File: config.mk
export PLATFORM = sky130hd
export DESIGN_NAME = serial_mag_comparator
export DESIGN_NICKNAME = d
export VERILOG_FILES = /design/src/rtl/serial_mag_comparator.sv
export SDC_FILE = /design/constraint.sdc
export NUM_CORES = 1
export LEC_CHECK = 0
export CAP_MARGIN = 20
export CORE_MARGIN = 3
export CORE_UTILIZATION = 40
export CTS_BUF_LIST = sky130_fd_sc_hd__clkbuf_4
export DETAILED_ROUTE_END_ITERATION = 12
export PLACE_DENSITY = 0.63
export SETUP_SLACK_MARGIN = 0.15
export SLEW_MARGIN = 20
export SYNTH_ARGS = -nofsm -noshare
export SYNTH_HDL_FRONTEND = slang
export SYNTH_SLANG_ARGS = --single-unit
File: constraint.sdc
create_clock -name clk -period 2.6 [get_ports clk]
set_input_delay 0.52 -clock clk [delete_from_list [all_inputs] [get_ports clk]]
set_output_delay 0.52 -clock clk [all_outputs]
set_load 0.02 [all_outputs]
File: src/rtl/serial_mag_comparator.sv
// Multi-cycle magnitude comparator: walks the operands MSB-first, CHUNK bits per cycle.
// Define SERIAL_CMP_EARLY_EXIT_EN to finish on the first differing chunk instead of always running NCH cycles.
module serial_mag_comparator #(
    parameter int WIDTH = 8,
    parameter int CHUNK = 2
) (
    input  logic             clk,
    input  logic             rst,
    input  logic             start,
    input  logic [WIDTH-1:0] A,
    input  logic [WIDTH-1:0] B,
    input  logic             signed_mode,
    output logic             busy,
    output logic             done,
    output logic             A_gt_B,
    output logic             A_lt_B,
    output logic             A_eq_B
);

    localparam int NCH = WIDTH / CHUNK;
    localparam int CW  = $clog2(NCH + 1);

    typedef enum logic [1:0] {
        IDLE    = 2'd0,
        COMPARE = 2'd1,
        DONE    = 2'd2
    } state_t;

    // Handshake: start is accepted only while busy is low; operands are captured on that
    // edge, busy stays high through COMPARE and DONE, and done pulses for one cycle when
    // A_gt_B/A_lt_B/A_eq_B carry the new result (they hold until the next done).
    state_t state;
    state_t state_n;

    logic [WIDTH-1:0] a_sh;
    logic [WIDTH-1:0] b_sh;
    logic [CW-1:0]    count;
    logic             decided;
    logic             gt_r;
    logic             lt_r;

    logic [CHUNK-1:0] a_ch;
    logic [CHUNK-1:0] b_ch;
    logic             ch_gt;
    logic             ch_lt;
    logic             gt_n;
    logic             lt_n;
    logic             last;
    logic             finish;

    assign a_ch  = a_sh[WIDTH-1 -: CHUNK];
    assign b_ch  = b_sh[WIDTH-1 -: CHUNK];
    assign ch_gt = !decided && (a_ch > b_ch);
    assign ch_lt = !decided && (a_ch < b_ch);
    assign gt_n  = gt_r | ch_gt;
    assign lt_n  = lt_r | ch_lt;
    assign last  = (count == CW'(1));

`ifdef SERIAL_CMP_EARLY_EXIT_EN
    assign finish = last || ch_gt || ch_lt;
`else
    assign finish = last;
`endif

    assign busy = (state != IDLE);
    assign done = (state == DONE);

    always_ff @(posedge clk) begin
        if (rst) begin
            state <= IDLE;
        end else begin
            state <= state_n;
        end
    end

    always_comb begin
        state_n = state;
        case (state)
            IDLE:    if (start) state_n = COMPARE;
            COMPARE: if (finish) state_n = DONE;
            DONE:    state_n = IDLE;
            default: state_n = IDLE;
        endcase
    end

    // Flipping the sign bit maps two's complement onto offset binary, so the chunk
    // compare below can stay purely unsigned.
    always_ff @(posedge clk) begin
        if (rst) begin
            a_sh    <= '0;
            b_sh    <= '0;
            count   <= '0;
            decided <= 1'b0;
            gt_r    <= 1'b0;
            lt_r    <= 1'b0;
            A_gt_B  <= 1'b0;
            A_lt_B  <= 1'b0;
            A_eq_B  <= 1'b0;
        end else begin
            case (state)
                IDLE: begin
                    if (start) begin
                        a_sh    <= A ^ {signed_mode, {(WIDTH-1){1'b0}}};
                        b_sh    <= B ^ {signed_mode, {(WIDTH-1){1'b0}}};
                        count   <= CW'(NCH);
                        decided <= 1'b0;
                        gt_r    <= 1'b0;
                        lt_r    <= 1'b0;
                    end
                end
                COMPARE: begin
                    a_sh  <= a_sh << CHUNK;
                    b_sh  <= b_sh << CHUNK;
                    count <= count - CW'(1);
                    if (ch_gt || ch_lt) begin
                        decided <= 1'b1;
                        gt_r    <= ch_gt;
                        lt_r    <= ch_lt;
                    end
                    if (finish) begin
                        A_gt_B <= gt_n;
                        A_lt_B <= lt_n;
                        A_eq_B <= !(gt_n || lt_n);
                    end
                end
                default: ;
            endcase
        end
    end

endmodule

==> out/qor.csv <==
metric,value,unit
hold_ws,0.492,ns
route.detailed.drc,0,
synth.top_cells.by_count,"27 x sky130_fd_sc_hd__dfxtp_1, 18 x sky130_fd_sc_hd__nor2b_1, 17 x sky130_fd_sc_hd__nor2_1",
max_slew.worst_pin.slew,0.635,ns
critical_path.max_fanout,3,
async_reset_ff_frac,0,
final_layout_setup_total_negative_slack,0,ns
ff_latch_area,541,sq um
buffer_ports.inserted,24,
skew,0.0172,ns
wire_length_of_the_first_global_routing_pass,5210,um
powerDensity,522,mW/mm^2
via_count,1167,
grt_antenna_before_repair,0,
most_congested_layer_reported_by_global_routing,met2,
cts-hold-fix-buffers,0,
clockBufferDepth,2,
placementRows,20,
ys_top_cells_by_area,"sky130_fd_sc_hd__dfxtp_1 40%, sky130_fd_sc_hd__nor2b_1 8.3%, sky130_fd_sc_hd__o221a_2 8.3%",
tritoncts.num_buffers,3,
io-pin-count,25,
drive_gt1_frac,0.134,
cts_num_sinks,27,
nNetsFinal,197,
ctsRootBufferMaster,sky130_fd_sc_hd__clkbuf_4,
clk_pin_slew,0.16,ns
routed_via_density,5.40,
syn_area,0.00135,sq mm
regToRegSetupSlack,0.98,ns
placeableCoreArea,0.00313,sq mm
worst_skew_pair.late_latency,0.33,ns
final_min_period_over_clock_period,0.783,
die_h,64.1,um
dp_slack,0.594,ns
avgSynthCellArea,9.06,sq um
netlist-cell-type-count,36,
drtPass1Iterations,4,
filler_cell_count,315,
gp_congestion,0.730,
cts_resized,0,
n_antenna_cell,0,
synthToLayoutAreaGrowth,23.1,%
arrival_time_at_the_worst_endpoint,1.52,ns
synth.most_common_cell,sky130_fd_sc_hd__dfxtp_1,
cts_setup_buffers,0,
placed_cells_incl_taps,212,
detail_route.iter0.violations,59,
yosys_warnings,0,
h_tree_depth,1,
vdd_ir_drop_max,354,uV
cp_top_family,buffers and inverters,
post_detailed_placement_half_perimeter_wirelength,2230,um
postRouteAntennaNets,0,
endpoint_kind,output port,
multi_input_comb_area,742,sq um
post-layout-total-power,0.000868,W
grt_setup_unrepaired,no,
ys.flop_type,sky130_fd_sc_hd__dfxtp_1,
drv_slew,0,
grt_pass1_vias,1178,
critical_path_buf_inv_count,1,
fp.dieW,64.1,um
syn_inst,149,
critical_path.max_stage_delay,0.54,ns
start_util,0.432,
route.final.wire_length,3020,um
global_route.usage.total,0.159,
routed_wire_length_per_instance,14.0,um
fmax,491,MHz
final_critical_path_setup_slack,0.564,ns
crit_type,flop to output port,
floorplan.die_area,0.00411,sq mm
hp-class,flop to flop,
worst_slew_margin_rel,0.576,
outcome,"complete, no violations",
cts_tree,built,
worst_endpoint_required_time,2.08,ns
critical-path-slowest-cell,sky130_fd_sc_hd__clkdlybuf4s50_1,
crit_path_start_kind,flop,
cell_by_cell_trace_of_the_critical_path,"or2_2, clkdlybuf4s50_1",
instances_no_fill,216,
globalRouteMet1Util,0.190,
setup_viol,0,
grt_use_met2,0.280,
fin_crit,2.04,ns
cap_viol_max_count,0,
edff_count_synth,0,
yosysSeqAreaShare,0.400,
cellLeakagePower,0.634,nW
yosys.area.top_type_share,0.400,
grt_max_degree,32,
global_route.overflow_total,0,
yosys_register_bits,27,
global_route.usage.met3,0.0492,
synth.largest_area_cell,sky130_fd_sc_hd__dfxtp_1,
synth.net_count,173,
timing.final.hold_violations,0,
[path summary, 6_finish.rpt]
check | endpoint | start | depth (start not counted)
setup reg to reg | A_gt_B | b_sh[7] | 5
hold reg to reg | A_eq_B | A_eq_B | 2
setup / recovery | busy | state[1] | 2
hold / removal | A_eq_B | A_eq_B | 2
[worst register-to-register path: cells and delay by family, from the launching register on]
| kind | cells | cell delay [ns] |
|---|---|---|
| AO/OA/AOI/OAI | 2 | 0.71 |
| flip-flops | 1 | 0.36 |
| adder cells (fa/ha/maj) | 1 | 0.32 |
| AND/OR/NAND/NOR | 1 | 0.14 |
| buffers and inverters | 1 | 0.05 |
[per-layer routing]
metal	wire, um	share of wire
met4	21	0.0069
met2	1410	0.47
met1	1440	0.48
met5	0	0
met3	146	0.048
[cell families (layout without fill, tap and decap cells)]
kind of cell	after synthesis	in the layout	share of synthesized area
xor gates and xnor gates	2	2	0.0130
and+or+nand+nor	52	52	0.221
adders and majority gates	4	4	0.0371
muxes	1	1	0.00741
DFF	27	27	0.400
buffers and inverters	16	39	0.0501
AOI/OAI and AO/OA	47	47	0.271
[cell usage in the layout, fill, tap and decap left out, types with 2 or more instances in the layout]
| master | n |
|---|---|
| sky130_fd_sc_hd__nor3b_1 | 2 |
| sky130_fd_sc_hd__dfxtp_1 | 27 |
| sky130_fd_sc_hd__a31oi_1 | 2 |
| sky130_fd_sc_hd__a22oi_1 | 2 |
| sky130_fd_sc_hd__nor2b_1 | 18 |
| sky130_fd_sc_hd__xnor2_1 | 2 |
| sky130_fd_sc_hd__o22ai_1 | 2 |
| sky130_fd_sc_hd__a211oi_1 | 2 |
| sky130_fd_sc_hd__a221oi_1 | 2 |
| sky130_fd_sc_hd__ha_1 | 4 |
| sky130_fd_sc_hd__buf_4 | 4 |
| sky130_fd_sc_hd__a21oi_1 | 14 |
| sky130_fd_sc_hd__o221a_2 | 10 |
| sky130_fd_sc_hd__o221ai_1 | 2 |
| sky130_fd_sc_hd__o21ai_0 | 2 |
| sky130_fd_sc_hd__inv_1 | 7 |
| sky130_fd_sc_hd__nand2_1 | 3 |
| sky130_fd_sc_hd__nand2b_1 | 5 |
| sky130_fd_sc_hd__clkbuf_4 | 3 |
| sky130_fd_sc_hd__nor2_1 | 17 |
| sky130_fd_sc_hd__or2_2 | 2 |
| sky130_fd_sc_hd__clkdlybuf4s50_1 | 24 |
[power by group]
group / switching [W] / internal, W / leakage (nW)
Clock: 0.000126 / 0.0000577 / 0.0177
Combinational: 0.000104 / 0.000110 / 0.394
Sequential: 0.0000220 / 0.000449 / 0.223
Total: 0.000252 / 0.000616 / 0.634
[flip-flops by register name, indices dropped and copies added (netlist names)]
name     cells
state        2
lt_r         1
A_eq_B       1
gt_r         1
a_sh         8
decided      1
count        3
A_gt_B       1
A_lt_B       1
b_sh         8
[area by class of cell]
cell class	instances	area share
Multi-Input combinational cell	106	0.447
Clock buffer	3	0.0136
Tap cell	44	0.0331
Inverter	7	0.0158
Timing Repair Buffer	28	0.163
Sequential cell	27	0.325
Clock inverter	1	0.00301
[stage by stage]
step	utilization	area, sq um
finish	0.531	1660
global route	0.531	1660
CTS	0.531	1660
detailed placement	0.522	1630
global placement	0.522	1630
floorplan	-	1350
(Power assumes the default switching activity.)
